`src/rtl/maxpool_unit_if.sv`:
```
// rtl/maxpool_unit_if.sv - pixel-in / pooled-out stream handshake bundle
interface maxpool_unit_if #(
  parameter int DATA_W = 32
);
  logic              in_valid;
  logic              in_ready;
  logic [DATA_W-1:0] in_data;
  logic              out_valid;
  logic              out_ready;
  logic [DATA_W-1:0] out_data;
  logic              out_last;

  modport master (
    output in_valid, in_data, out_ready,
    input  in_ready, out_valid, out_data, out_last
  );

  modport slave (
    input  in_valid, in_data, out_ready,
    output in_ready, out_valid, out_data, out_last
  );
endinterface

```
`src/rtl/maxpool_unit.sv`:
```
// rtl/maxpool_unit.sv - streaming 2x2 stride-2 pooling with a half-width row buffer
// Build option MAXPOOL_AVG_EN selects floor-average pooling instead of signed max.
module maxpool_unit #(
  parameter int DATA_W = 32,
  parameter int IN_W   = 6,
  parameter int IN_H   = 6
) (
  input  logic          clk,
  input  logic          rst_n,
  input  logic          i_start,
  output logic          o_done,
  maxpool_unit_if.slave s
);
  localparam int CW = (IN_W > 2) ? $clog2(IN_W) : 2;
  localparam int RW = $clog2(IN_H);
`ifdef MAXPOOL_AVG_EN
  localparam int HW = DATA_W + 2;
  localparam int BW = DATA_W + 1;
`else
  localparam int HW = DATA_W;
  localparam int BW = DATA_W;
`endif

  typedef enum logic [1:0] {S_IDLE, S_RUN, S_DONE} state_t;

  state_t                   r_state, w_next_state;
  logic [CW-1:0]            r_col;
  logic [RW-1:0]            r_row;
  logic signed [HW-1:0]     r_hold;
  logic signed [BW-1:0]     r_rowbuf [IN_W/2];
  logic signed [DATA_W-1:0] r_out_data;
  logic                     r_out_valid;
  logic                     r_out_last;

  logic                     w_in_ready, w_in_hs, w_out_hs;
  logic                     w_col_last, w_row_last;
  logic [CW-2:0]            w_idx;
  logic signed [DATA_W-1:0] w_px_raw;
  logic signed [HW-1:0]     w_px, w_rb, w_lhs, w_comb;
  logic signed [DATA_W-1:0] w_result;

  assign s.in_ready  = w_in_ready;
  assign s.out_valid = r_out_valid;
  assign s.out_data  = r_out_data;
  assign s.out_last  = r_out_last;

  assign w_in_hs    = s.in_valid && w_in_ready;
  assign w_out_hs   = r_out_valid && s.out_ready;
  assign w_col_last = (r_col == CW'(IN_W - 1));
  assign w_row_last = (r_row == RW'(IN_H - 1));

  // Odd-row/even-col merges with the stored pair; every other slot combines with hold.
  always_comb begin
    w_idx    = r_col[CW-1:1];
    w_px_raw = s.in_data;
    w_px     = HW'(w_px_raw);
    w_rb     = HW'(r_rowbuf[w_idx]);
    w_lhs    = (r_row[0] && !r_col[0]) ? w_rb : r_hold;
`ifdef MAXPOOL_AVG_EN
    w_comb   = w_lhs + w_px;
    w_result = DATA_W'(w_comb >>> 2);
`else
    w_comb   = (w_lhs > w_px) ? w_lhs : w_px;
    w_result = w_comb;
`endif
  end

  always_ff @(posedge clk or negedge rst_n) begin
    if (!rst_n) r_state <= S_IDLE;
    else        r_state <= w_next_state;
  end

  always_comb begin
    w_next_state = r_state;
    if (i_start)
      w_next_state = S_RUN;
    else if (r_state == S_RUN && w_out_hs && r_out_last)
      w_next_state = S_DONE;
  end

  always_comb begin
    w_in_ready = (r_state == S_RUN) && (!r_out_valid || s.out_ready);
    o_done     = (r_state == S_DONE);
  end

  always_ff @(posedge clk or negedge rst_n) begin
    if (!rst_n) begin
      r_col       <= '0;
      r_row       <= '0;
      r_hold      <= '0;
      r_out_data  <= '0;
      r_out_valid <= 1'b0;
      r_out_last  <= 1'b0;
      for (int i = 0; i < IN_W/2; i++) r_rowbuf[i] <= '0;
    end else if (i_start) begin
      r_col       <= '0;
      r_row       <= '0;
      r_out_valid <= 1'b0;
      r_out_last  <= 1'b0;
    end else begin
      if (w_out_hs) begin
        r_out_valid <= 1'b0;
        r_out_last  <= 1'b0;
        r_out_data  <= '0;
      end
      if (w_in_hs) begin
        if (w_col_last) begin
          r_col <= '0;
          r_row <= w_row_last ? '0 : r_row + 1'b1;
        end else begin
          r_col <= r_col + 1'b1;
        end
        case ({r_row[0], r_col[0]})
          2'b00: r_hold <= w_px;
          2'b01: r_rowbuf[w_idx] <= BW'(w_comb);
          2'b10: r_hold <= w_comb;
          default: begin
            r_out_data  <= w_result;
            r_out_valid <= 1'b1;
            r_out_last  <= w_col_last && w_row_last;
          end
        endcase
      end
    end
  end
endmodule

```
`src/flat_wrapper.sv`:
```
// flat-port wrapper written by rule: the top's interface ports become plain ports
module maxpool_unit_flat 
#(
  parameter int DATA_W = 32,
  parameter int IN_W   = 6,
  parameter int IN_H   = 6
)
  (clk, rst_n, i_start, o_done, s_in_valid, s_in_data, s_out_ready, s_in_ready, s_out_valid, s_out_data, s_out_last);
  maxpool_unit_if #(.DATA_W(DATA_W)) s_i ();
  input  logic clk;
  input  logic rst_n;
  input  logic i_start;
  output logic o_done;
  input wire logic [$bits(s_i.in_valid)-1:0] s_in_valid;
  input wire logic [$bits(s_i.in_data)-1:0] s_in_data;
  input wire logic [$bits(s_i.out_ready)-1:0] s_out_ready;
  output wire logic [$bits(s_i.in_ready)-1:0] s_in_ready;
  output wire logic [$bits(s_i.out_valid)-1:0] s_out_valid;
  output wire logic [$bits(s_i.out_data)-1:0] s_out_data;
  output wire logic [$bits(s_i.out_last)-1:0] s_out_last;
  assign s_i.in_valid = s_in_valid;
  assign s_i.in_data = s_in_data;
  assign s_i.out_ready = s_out_ready;
  assign s_in_ready = s_i.in_ready;
  assign s_out_valid = s_i.out_valid;
  assign s_out_data = s_i.out_data;
  assign s_out_last = s_i.out_last;
  maxpool_unit #(.DATA_W(DATA_W), .IN_W(IN_W), .IN_H(IN_H)) u_core (.clk(clk), .rst_n(rst_n), .i_start(i_start), .o_done(o_done), .s(s_i));
endmodule
```
`config.mk`:
```
export PLATFORM = sky130hd
export DESIGN_NAME = maxpool_unit_flat
export DESIGN_NICKNAME = d
export VERILOG_FILES = /design/src/rtl/maxpool_unit_if.sv /design/src/rtl/maxpool_unit.sv /design/src/flat_wrapper.sv
export SDC_FILE = /design/constraint.sdc
export NUM_CORES = 1
export LEC_CHECK = 0
export ABC_AREA = 1
export BUFFER_PORTS_ARGS = -buffer_cell sky130_fd_sc_hd__buf_2
export CAP_MARGIN = 5
export CELL_PAD_IN_SITES_DETAIL_PLACEMENT = 1
export CELL_PAD_IN_SITES_GLOBAL_PLACEMENT = 1
export CORE_MARGIN = 8
export CORE_UTILIZATION = 46
export CTS_BUF_LIST = sky130_fd_sc_hd__clkbuf_8
export DETAILED_ROUTE_END_ITERATION = 8
export PLACE_DENSITY = 0.82
export SLEW_MARGIN = 30
export SYNTH_ARGS = -nofsm -noshare
export SYNTH_HDL_FRONTEND = slang
export SYNTH_SLANG_ARGS = --single-unit
```
`constraint.sdc`:
```
create_clock -name clk -period 3.21 [get_ports clk]
set_input_delay 0.642 -clock clk [delete_from_list [all_inputs] [get_ports clk]]
set_output_delay 0.642 -clock clk [all_outputs]
set_load 0.02 [all_outputs]
```
==> flow_summary.toml, run 1 <==
[run_status]
run_status = "aborted with a tool error"
failing_step = "5_1_grt"
error_line = "[ERROR GRT-0232] Routing congestion too high. Check the congestion heatmap in the GUI."

[die]
die_y_um = 163
placementRows = 54
io_pins = 73
initial_core_util_pct = 46.2
die_x_um = 163

[synthesis]
synth_area_leaders = "dfrtp_1 (43%), nand2_1 (22%), nand3_1 (9.9%)"
ys_types = 32
syn_nets = 1467
synth_top_area_share_pct = 42.7
yosys_warnings = 0
synth_area_leader_cell = "dfrtp_1"
synth_area_sq_um = 9960
synthesis.instances = 1398
avgSynthCellArea_sq_um = 7.13
ys_ff_latch = 170
yosysSeqAreaShare_pct = 42.7

[clock_tree]
cts_root_buf = "clkbuf_8"
holdBufCountCts = 0
numCtsBuffers = 17
clock-sinks = 170
clockBufferDepth = 2
htreeDepth = 4

[timing]
endpoint_type = "sequential cell input"
worst_endpoint = "u_core.s.out_data[22]$_DFFE_PN0N_/D"

[placed_design]
port_buffers = 72
hpwlAfterDp_um = 25200
routabilityCongestion = 0.847

[global_route]
antenna_found_initial = 6
grt-ovfl-total = 480
grt_usage_pct = 85.4
grt_max_degree = 71
==> layer usage <==
| layer | global-route usage [%] | GRT overflow |
|---|---|---|
| met2 | 96.5 | 283 |
| met4 | 88.9 | 173 |
| met3 | 76.9 | 19 |
| met5 | 51.4 | 0 |
| met1 | 82.8 | 5 |
==> cells in the mapped netlist <==
cell type,instances
a21o_1,1
a21oi_1,82
a22o_1,31
a31oi_1,1
buf_1,17
buf_2,15
buf_4,5
buf_6,3
clkbuf_1,46
dfrtp_1,170
ha_1,32
inv_1,86
inv_2,3
nand2_1,597
nand2_2,1
nand3_1,197
nand3_2,1
nand3_4,1
nand3b_1,1
nand4_1,34
nor2_1,23
nor2_2,4
nor2_4,1
nor3_1,1
nor3_2,1
nor4_1,2
o211ai_1,1
o21ai_0,7
o22ai_1,31
o32ai_1,1
o41ai_1,1
xnor2_1,1
==> logic make-up after synthesis <==
logic type                 synth area share, %
AOI/OAI and AO/OA                         9.53
DFF                                       42.7
adders and majority gates                 4.02
xor gates and xnor gates                0.0879
and+or+nand+nor                           36.5
buffers and inverters                     7.20
==> metrics by stage <==
stage / hold WS [ns] / TNS (ns) / area [sq um] / setup slack, ns / cells
after floorplan: 0.346 / 0 / 9960 / 0.340 / 1398
after global placement: 0.462 / -33.69 / 11600 / -0.314 / 1798
after detailed placement: 0.465 / -46.47 / 11600 / -0.392 / 1798
after CTS: 0.195 / -0.250 / 13200 / -0.0286 / 1871
==> what timing repair did <==
action                                 in CTS
gates cloned                                7
setup endpoints to repair                 160
endpoints found under the hold margin       0
pin swaps                                  28
setup buffers                              34
resized for setup                         156
==> run 2: changes to the inputs <==
--- a/config.mk
+++ b/config.mk
@@ -8,13 +8,10 @@
 export ABC_AREA = 1
 export BUFFER_PORTS_ARGS = -buffer_cell sky130_fd_sc_hd__buf_2
 export CAP_MARGIN = 5
-export CELL_PAD_IN_SITES_DETAIL_PLACEMENT = 1
-export CELL_PAD_IN_SITES_GLOBAL_PLACEMENT = 1
 export CORE_MARGIN = 8
-export CORE_UTILIZATION = 46
-export CTS_BUF_LIST = sky130_fd_sc_hd__clkbuf_8
+export CORE_UTILIZATION = 33
 export DETAILED_ROUTE_END_ITERATION = 8
-export PLACE_DENSITY = 0.82
+export PLACE_DENSITY_LB_ADDON = 0.15
 export SLEW_MARGIN = 30
 export SYNTH_ARGS = -nofsm -noshare
 export SYNTH_HDL_FRONTEND = slang
==> run 2 against run 1 <==
- the flow now finishes, with violations (setup timing)
- area after synthesis stayed put
- synthesized cell count stayed put
==> flow_summary.toml, run 2 <==
[synthesis]
avgSynthCellArea_sq_um = 7.13
synth_top_flop_cell = "dfrtp_1"
synth_area_sq_um = 9960
synthTopCellsByCount = "nand2_1 (597), nand3_1 (197), dfrtp_1 (170)"
ys_types = 32
synth_area_leader_cell = "dfrtp_1"
synth_area_leaders = "dfrtp_1 (43%), nand2_1 (22%), nand3_1 (9.9%)"
synth.most_common_cell = "nand2_1"
async_reset_ff_share_pct = 100
synth_top_area_share_pct = 42.7
synth_edf_count = 0
synthesis.instances = 1398
syn_nets = 1467
ys_ff_latch = 170
yosysSeqAreaShare_pct = 42.7
yosys_warnings = 0

[layout]
layout.cells.non_filler = 1951
insertedDiodeCount = 0
design_area_sq_um = 13900
drive_gt1_share_pct = 29.3
regMostFlops = "u_core.r_rowbuf"
utilization_pct = 46.7
largest_reg_flops = 96
fillCellCount = 2955
final_common_cell = "nand2_1"
area_growth_pct = 39.4
seq_area_sq_um = 4250
layout_common_cells = "nand2_1 (547), dfrtp_1 (170), nand3_1 (143)"
fin_nets = 1617
multi_input_comb_area_sq_um = 6110

[global_route]
grt_usage_pct = 19.9
grt-ovfl-total = 0
antenna_found_initial = 0
grt_pass1_wl_um = 56000
grt_pass1_vias = 9468
grt_max_degree = 66

[setup_path]
crit_required_ns = 3.53
crit_path_top_delay_cell = "dfrtp_1"
cp-end-kind = "flop"
crit_chain = "inv_2, nand2_4, inv_8, buf_8, buf_6, a22o_4, o22ai_4, inv_2, ha_4, nand2_2, nor2_4, buf_4, nand4_1, nor2_1, nand2_2, buf_12, clkbuf_16, nand4_1, nand3_2, nand2_1, nand2_1"
critical_path_arrival_ns = 3.56
path_buf_inv = 8
rr_startpoint = "u_core.r_col[1]"
max_stage_delay_ns = 0.44
crit_fanout = 14
crit_path_start_kind = "flop"
path_class = "reg2reg"
crit_start = "u_core.r_col[1]"
cpLargestDelayFamily = "simple AND/OR/NAND/NOR gates"

[timing]
tightest_slew_ns = 0.804
rsz0062_at_grt = "yes"
hold_viol_final = 0
max_clock_freq_mhz = 309
fin_skew_ns = 0.0126
slew_headroom_pct = 46.4
finalSetupViolCount = 8
post-route-period-util_pct = 101
fin_hold_ws_ns = 0.203
fin_crit_ns = 3.24
drv_slew = 0
layout_setup_ws_ns = -0.0291

[pwr]
power_density_nw_per_um2 = 834
leakagePower_uw = 0.00707
switching_share_pct = 43.3
ir_drop_uv = 519
p_seq_share_pct = 28.0
finalPower_uw = 11600
clkPwrFrac_pct = 18.2
p_int_uw = 6560
power_frac_comb_pct = 53.8
p_sw_uw = 5010

[die]
core_area_sq_um = 29700
die_x_um = 190
io_pins = 73
die_y_um = 190
initial_core_util_pct = 33.5
placementRows = 63
die-area_sq_um = 36000

[clock_tree]
numCtsBuffers = 17
clkTransAtPathRegs_ns = 0.07
htreeDepth = 4
cts_root_buf = "clkbuf_16"
cts_tree = "built"
holdBufCountCts = 0
clockBufferDepth = 2
clock-sinks = 170
clk_latency_ns = 0.44

[routing]
first_iter_violations = 920
postRouteAntennaNets = 0
vias = 10500
drc = 0
vias_per_cell = 5.39
routed_wl_um = 40900
wl_per_cell_um = 20.9
dr.pass1.iters = 7

[placed_design]
port_buffers = 72
dp_cells = 1868
hpwlAfterDp_um = 23300
placed_cell_area_sq_um = 11300
routabilityCongestion = 0.824

[job]
drv_cap = 0

[run_status]
run_status = "finished, violations left"
failed_checks = "setup timing"

[min_path]
worstHoldPathType = "in2async"
-- run 2: power groups by stage --
| stage | Sequential, uW | Clock (uW) | Combinational [uW] |
|---|---|---|---|
| after CTS | 3170 | 2140 | 4380 |
| final | 3240 | 2110 | 6230 |
| after floorplan | 3210 | 0 | 2690 |
| after detailed placement | 3200 | 0 | 4330 |
| after global placement | 3200 | 0 | 4310 |
| after global routing | 3300 | 2230 | 6710 |
-- run 2: layer usage --
metal	part of all wire (%)	up-vias	track usage (%)	routed length [um]
li1	-	4915	-	-
met1	48	5141	29.4	19500
met2	44	396	29.4	17800
met3	6.4	63	3.48	2630
met4	2.3	0	5.26	956
met5	0	-	0	0
-- run 2: cells by family after synthesis --
logic type	share of synthesized area [%]
compound gates	9.53
flops	42.7
xor+xnor	0.0879
fa+ha+maj	4.02
simple gates	36.5
buf+inv	7.20
-- run 2: through the flow --
| stage | setup TNS [ns] | worst slack [ns] |
|---|---|---|
| finish | -0.118 | -0.0291 |
| global placement | -15.85 | -0.159 |
| global route | -13.10 | -0.176 |
| detailed placement | -15.66 | -0.158 |
| CTS | -0.00859 | -0.00859 |
| floorplan | 0 | 0.340 |
-- run 2: timing repair --
| item | 4_1_cts | 5_1_grt |
|---|---|---|
| endpoints found under the setup margin | 160 | 160 |
| gates cloned | 0 | 23 |
| pin swaps | 1 | 45 |
| gates resized for setup | 10 | 257 |
| setup buffers | 1 | 27 |
-- run 2: area by class of cell --
cell class | count | share of cell area, %
clock buffers | 19 | 3.19
clock inverters | 13 | 0.964
inverters | 89 | 2.62
multi-input cells | 1053 | 44.0
flip-flops and latches | 170 | 30.6
well taps | 390 | 3.51
repair buffers | 217 | 15.1
-- run 2: path summary, 6_finish.rpt --
| kind | end | slack, ns | cells past startpoint |
|---|---|---|---|
| max | u_core.s.out_data[1] | -0.03 | 21 |
| min in group clk | u_core.r_rowbuf[3] | 0.48 | 2 |
| min reg2reg | u_core.r_rowbuf[3] | 0.48 | 2 |
| min | u_core.r_rowbuf[58] | 0.20 | 1 |
| max in group asynchronous | u_core.r_rowbuf[73] | 2.24 | 2 |
| max reg2reg | u_core.s.out_data[1] | -0.03 | 21 |
-- run 2: worst register-to-register path, stage by stage (launching register included) --
cell and delay [ns]:
dfrtp_1 0.44, inv_2 0.09, nand2_4 0.10, inv_8 0.07, buf_8 0.14, buf_6 0.12, a22o_4 0.23, o22ai_4 0.14
inv_2 0.07, ha_4 0.26, nand2_2 0.06, nor2_4 0.11, buf_4 0.11, nand4_1 0.12, nor2_1 0.18, nand2_2 0.13
buf_12 0.17, clkbuf_16 0.20, nand4_1 0.14, nand3_2 0.11, nand2_1 0.08, nand2_1 0.05
Power figures use the tool's default switching activity.
==> run 3: changes to the inputs <==
==> constraint.sdc (replaced) <==
create_clock -name clk -period 3.1 [get_ports clk]
set_input_delay 0.62 -clock clk [delete_from_list [all_inputs] [get_ports clk]]
set_output_delay 0.62 -clock clk [all_outputs]
set_load 0.02 [all_outputs]
==> run 3 against run 2 <==
- the flow still finishes with violations (setup timing)
- routed wire length down 5.0%
- die area unchanged
- via count down 1.4%
- worst hold slack worse by 0.013 ns
- total power up 2.4%
- clock power up 7%
- global-route usage up 1.1 points
- non-clock buffer count up 33
- clock skew up 0.0010 ns
- core utilization down 0.43 points
- sequential power up 2%
- highest routed layer unchanged
==> flow_summary.toml, run 3 (synthesized netlist as in run 2, its figures left out) <==
[layout]
fin_nets = 1650
drive_gt1_share_pct = 28.0
utilization_pct = 46.3
design_area_sq_um = 13800
insertedDiodeCount = 0
area_growth_pct = 38.2
fillCellCount = 2939
largest_reg_flops = 96
layout_common_cells = "nand2_1 (548), dfrtp_1 (170), nand3_1 (160)"
regMostFlops = "u_core.r_rowbuf"
final_common_cell = "nand2_1"

[routing]
drc = 0
dr_wl_met3_um = 2400
vias_per_cell = 5.22
wl_met1_um = 19000
routed_wl_um = 38800
route.met2.wl_um = 17000
dr.pass1.iters = 5
wl_per_cell_um = 19.6
first_iter_violations = 864
vias = 10400
highest_layer = "met4"
postRouteAntennaNets = 0

[die]
die_y_um = 190
die-area_sq_um = 36000
die_x_um = 190
core_area_sq_um = 29700
initial_core_util_pct = 33.5
io_pins = 73
placementRows = 63

[global_route]
grt_max_degree = 70
antenna_found_initial = 0
grt_usage_pct = 21.0
grt_pass1_vias = 9882
grt-ovfl-total = 0
grt_pass1_wl_um = 58700

[setup_path]
r2r_slack_ns = -0.16
crit_path_start_kind = "flop"
crit_required_ns = 3.48
path_buf_inv = 7
crit_chain = "inv_2, nand2_2, inv_6, buf_16, a22o_1, o22ai_2, inv_2, ha_4, nand4_1, buf_4, nor4_4, nand2_2, nand2_2, nand2_4, nand3_4, buf_12, buf_8, nand2_1, nand3_1, nand2_1, nand2_1"
crit_path_top_delay_cell = "dfrtp_1"
max_stage_delay_ns = 0.36
cpLargestDelayFamily = "simple AND/OR/NAND/NOR gates"
critical_path_arrival_ns = 3.64
crit_fanout = 13
path_class = "reg2reg"
cp-end-kind = "flop"

[job]
drv_cap = 0

[pwr]
finalPower_uw = 11900
leakagePower_uw = 0.00717
ir_drop_uv = 477
power_density_nw_per_um2 = 861

[min_path]
worstHoldPathType = "in2async"

[clock_tree]
clock-sinks = 170
cts_tree = "built"
htreeDepth = 4
clkTransAtPathRegs_ns = 0.07
holdBufCountCts = 0
clk_latency_ns = 0.44
clockBufferDepth = 2
numCtsBuffers = 17
cts_root_buf = "clkbuf_16"

[run_status]
run_status = "finished, violations left"
failed_checks = "setup timing"

[placed_design]
port_buffers = 72
hpwlAfterDp_um = 23400
placed_cell_area_sq_um = 11600
routabilityCongestion = 0.815

[timing]
post-route-period-util_pct = 105
finalSetupViolCount = 150
drv_slew = 0
rsz0062_at_grt = "yes"
hold_viol_final = 0
fin_crit_ns = 3.26
layout_setup_ws_ns = -0.156
fin_hold_ws_ns = 0.190
slew_headroom_pct = 50.9
max_clock_freq_mhz = 307
fin_skew_ns = 0.0136
tightest_slew_ns = 0.737
finalSetupTns_ns = -10.80
run 3: cell types whose count changed in the layout (fill, tap and decap cells not counted), sizes merged:
cell / previous run / this run
buf: 200 / 242
clkbuf: 36 / 29
inv: 94 / 89
bufinv: 1 / 3
clkinv: 5 / 7
clkinvlp: 2 / 0
bufbuf: 0 / 1
run 3: through the flow:
| stage | instances | setup WS, ns |
|---|---|---|
| final | 1984 | -0.156 |
| after global routing | 1984 | -0.290 |
| after global placement | 1901 | -0.317 |
| after floorplan | 1398 | 0.230 |
| after CTS | 1964 | -0.0572 |
| after detailed placement | 1901 | -0.318 |
run 3: worst register-to-register path, stage by stage, from the launching register on:
cell and delay, ns:
dfrtp_1 0.36, inv_2 0.06, nand2_2 0.11, inv_6 0.07, buf_16 0.16, a22o_1 0.23, o22ai_2 0.14, inv_2 0.08
ha_4 0.28, nand4_1 0.18, buf_4 0.20, nor4_4 0.24, nand2_2 0.12, nand2_2 0.10, nand2_4 0.07, nand3_4 0.11
buf_12 0.17, buf_8 0.16, nand2_1 0.08, nand3_1 0.14, nand2_1 0.08, nand2_1 0.06
run 3: where the power goes:
part	internal (uW)	leakage (uW)	switching [uW]	total [uW]
sequential	2850	0.00220	475	3320
combinational	2810	0.00468	3470	6280
clock	1290	0.000292	957	2250
total	6950	0.00717	4900	11900
run 3: timing repair:
action | in CTS | in global routing
gates resized for setup | 111 | 100
buffers inserted | 25 | 12
hold endpoints to repair | 0 | 0
pin swaps | 20 | 21
setup endpoints to repair | 160 | 160
gates cloned | 6 | 8
run 3: path summary, 6_finish.rpt:
| check | from | endpoint | depth (start not counted) |
|---|---|---|---|
| max | u_core.r_col[2] | u_core.s.out_data[28] | 21 |
| max in group asynchronous | rst_n | u_core.s.out_data[26] | 2 |
| min in group clk | u_core.r_rowbuf[58] | u_core.r_rowbuf[58] | 2 |
| min | rst_n | u_core.r_rowbuf[62] | 1 |
| max reg2reg | u_core.r_col[2] | u_core.s.out_data[28] | 21 |
| min reg2reg | u_core.r_rowbuf[58] | u_core.r_rowbuf[58] | 2 |
run 3: final cells by class:
| cell class | instances | area, sq um | share of cell area [%] |
|---|---|---|---|
| repair buffers | 250 | 2290 | 16.6 |
| multi-input cells | 1053 | 5780 | 42.0 |
| inverters | 89 | 352 | 2.55 |
| well taps | 390 | 488 | 3.55 |
| clock buffers | 22 | 454 | 3.30 |
| clock inverters | 10 | 144 | 1.05 |
| flip-flops and latches | 170 | 4250 | 30.9 |
run 3: routing by layer:
metal | vias up | global-route usage, %
li1 | 4973 | -
met1 | 4994 | 31.3
met2 | 362 | 30.7
met3 | 34 | 3.97
met4 | 0 | 4.66
met5 | - | 0
==> run 4: changes to the inputs <==
--- a/config.mk
+++ b/config.mk
@@ -9,9 +9,10 @@
 export BUFFER_PORTS_ARGS = -buffer_cell sky130_fd_sc_hd__buf_2
 export CAP_MARGIN = 5
 export CORE_MARGIN = 8
-export CORE_UTILIZATION = 33
+export CORE_UTILIZATION = 50
 export DETAILED_ROUTE_END_ITERATION = 8
 export PLACE_DENSITY_LB_ADDON = 0.15
+export SKIP_CTS_REPAIR_TIMING = 1
 export SLEW_MARGIN = 30
 export SYNTH_ARGS = -nofsm -noshare
 export SYNTH_HDL_FRONTEND = slang
==> run 4 against run 3 <==
- clock skew shrank 0.0018 ns
- non-clock buffer count shrank 37
- the run still ends with setup timing left
- sequential share of layout area grew 0.81 points
==> flow_summary.toml, run 4 (synthesized netlist as in run 2, its figures left out) <==
[layout]
area_growth_pct = 34.6
insertedDiodeCount = 0
largest_reg_flops = 96
layout_common_cells = "nand2_1 (539), dfrtp_1 (170), nand3_1 (110)"
drive_gt1_share_pct = 28.9
final_common_cell = "nand2_1"
regMostFlops = "u_core.r_rowbuf"
fin_nets = 1614
layout.cells.non_filler = 1821

[setup_path]
critical_path_arrival_ns = 3.69
crit_chain = "inv_2, nand2_2, inv_4, buf_12, clkbuf_8, a22o_1, o22ai_1, inv_1, ha_1, a21oi_2, o21ai_1, nand2_1, nand2_1, nor2_4, nand2_2, nand2_4, nand3_4, buf_12, nand2_4, nand3_2, nand2_1, nand2_1"
crit_path_top_delay_cell = "dfrtp_1"
cpLargestDelayFamily = "simple AND/OR/NAND/NOR gates"
crit_required_ns = 3.43
cp_common_cell = "nand2_1"
ff2ff_path_depth = 22
cp.depth = 22
crit_path_start_kind = "flop"
cp-end-kind = "flop"
path_class = "reg2reg"
path_buf_inv = 6
max_stage_delay_ns = 0.39
crit_fanout = 8

[min_path]
worstHoldPathType = "in2async"

[clock_tree]
cts_root_buf = "clkbuf_16"
cts_tree = "built"
clk_latency_ns = 0.44
numCtsBuffers = 17
clock-sinks = 170
clkTransAtPathRegs_ns = 0.07
clockBufferDepth = 2
htreeDepth = 4

[die]
placementRows = 51
die_y_um = 157
die-area_sq_um = 24700
die_x_um = 157
io_pins = 73
core_area_sq_um = 19500
initial_core_util_pct = 51.0

[timing]
post-route-period-util_pct = 108
rsz0062_at_grt = "yes"
hold_viol_final = 0
tightest_slew_ns = 0.722
drv_slew = 0
max_clock_freq_mhz = 298
slew_headroom_pct = 51.8
fin_skew_ns = 0.0118
fin_crit_ns = 3.36
layout_setup_ws_ns = -0.261
finalSetupViolCount = 160

[pwr]
power_density_nw_per_um2 = 866
ir_drop_uv = 655
finalPower_uw = 11600
leakagePower_uw = 0.00700

[global_route]
grt_pass1_vias = 9646
grt-ovfl-total = 0
grt_max_degree = 62
grt_usage_pct = 26.4
antenna_found_initial = 0
grt_pass1_wl_um = 51500

[routing]
first_iter_violations = 952
postRouteAntennaNets = 0
wl_per_cell_um = 19.3
routed_wl_um = 35100
drc = 0
dr.pass1.iters = 6
vias_per_cell = 5.82
vias = 10600

[placed_design]
hpwlAfterDp_um = 21300
port_buffers = 72
dp_cells = 1770
routabilityCongestion = 0.907

[run_status]
run_status = "finished, violations left"
failed_checks = "setup timing"

[job]
drv_cap = 0
==> run 4: final timing paths <==
| kind | startpoint | end | slack, ns |
|---|---|---|---|
| max | u_core.r_col[2] | u_core.s.out_data[29] | -0.26 |
| min reg2reg | u_core.r_rowbuf[28] | u_core.r_rowbuf[28] | 0.48 |
| max reg2reg | u_core.r_col[2] | u_core.s.out_data[29] | -0.26 |
| min in group clk | u_core.r_rowbuf[28] | u_core.r_rowbuf[28] | 0.48 |
| max in group asynchronous | rst_n | u_core.r_rowbuf[76] | 2.16 |
| min | rst_n | u_core.s.out_data[25] | 0.15 |
==> run 4: report_power, final <==
group	leakage [uW]	switching, uW	internal [uW]	total [uW]
clock network	0.000251	886	1140	2020
registers	0.00220	466	2850	3310
logic	0.00455	3660	2620	6280
total	0.00700	5010	6600	11600
==> run 4: routing by layer <==
metal  up-vias  track usage (%)  wire [um]
met1      5037             36.7      14700
met5         -                0          0
met3       103             5.70       3520
met2       556             40.8      15800
met4         0             7.62       1050
li1       4895                -          -
==> run 4: final cells by class <==
cell class	count	area, sq um
Clock buffer	23	468
Clock inverter	7	70.1
Fill cell	1578	6120
Inverter	89	342
Multi-Input combinational cell	1054	6090
Sequential cell	170	4250
Tap cell	265	332
Timing Repair Buffer	213	1850
==> run 4: metrics by stage <==
stage	hold WS [ns]	TNS [ns]	utilization (%)	area (sq um)	setup slack, ns
after floorplan	0.324	0	-	9960	0.230
after global placement	0.462	-11.91	58.5	11400	-0.147
after detailed placement	0.465	-21.75	58.5	11400	-0.197
after CTS	0.186	-28.14	61.3	12000	-0.240
after global routing	0.207	-52.89	68.7	13400	-0.412
final	0.154	-31.22	68.7	13400	-0.261
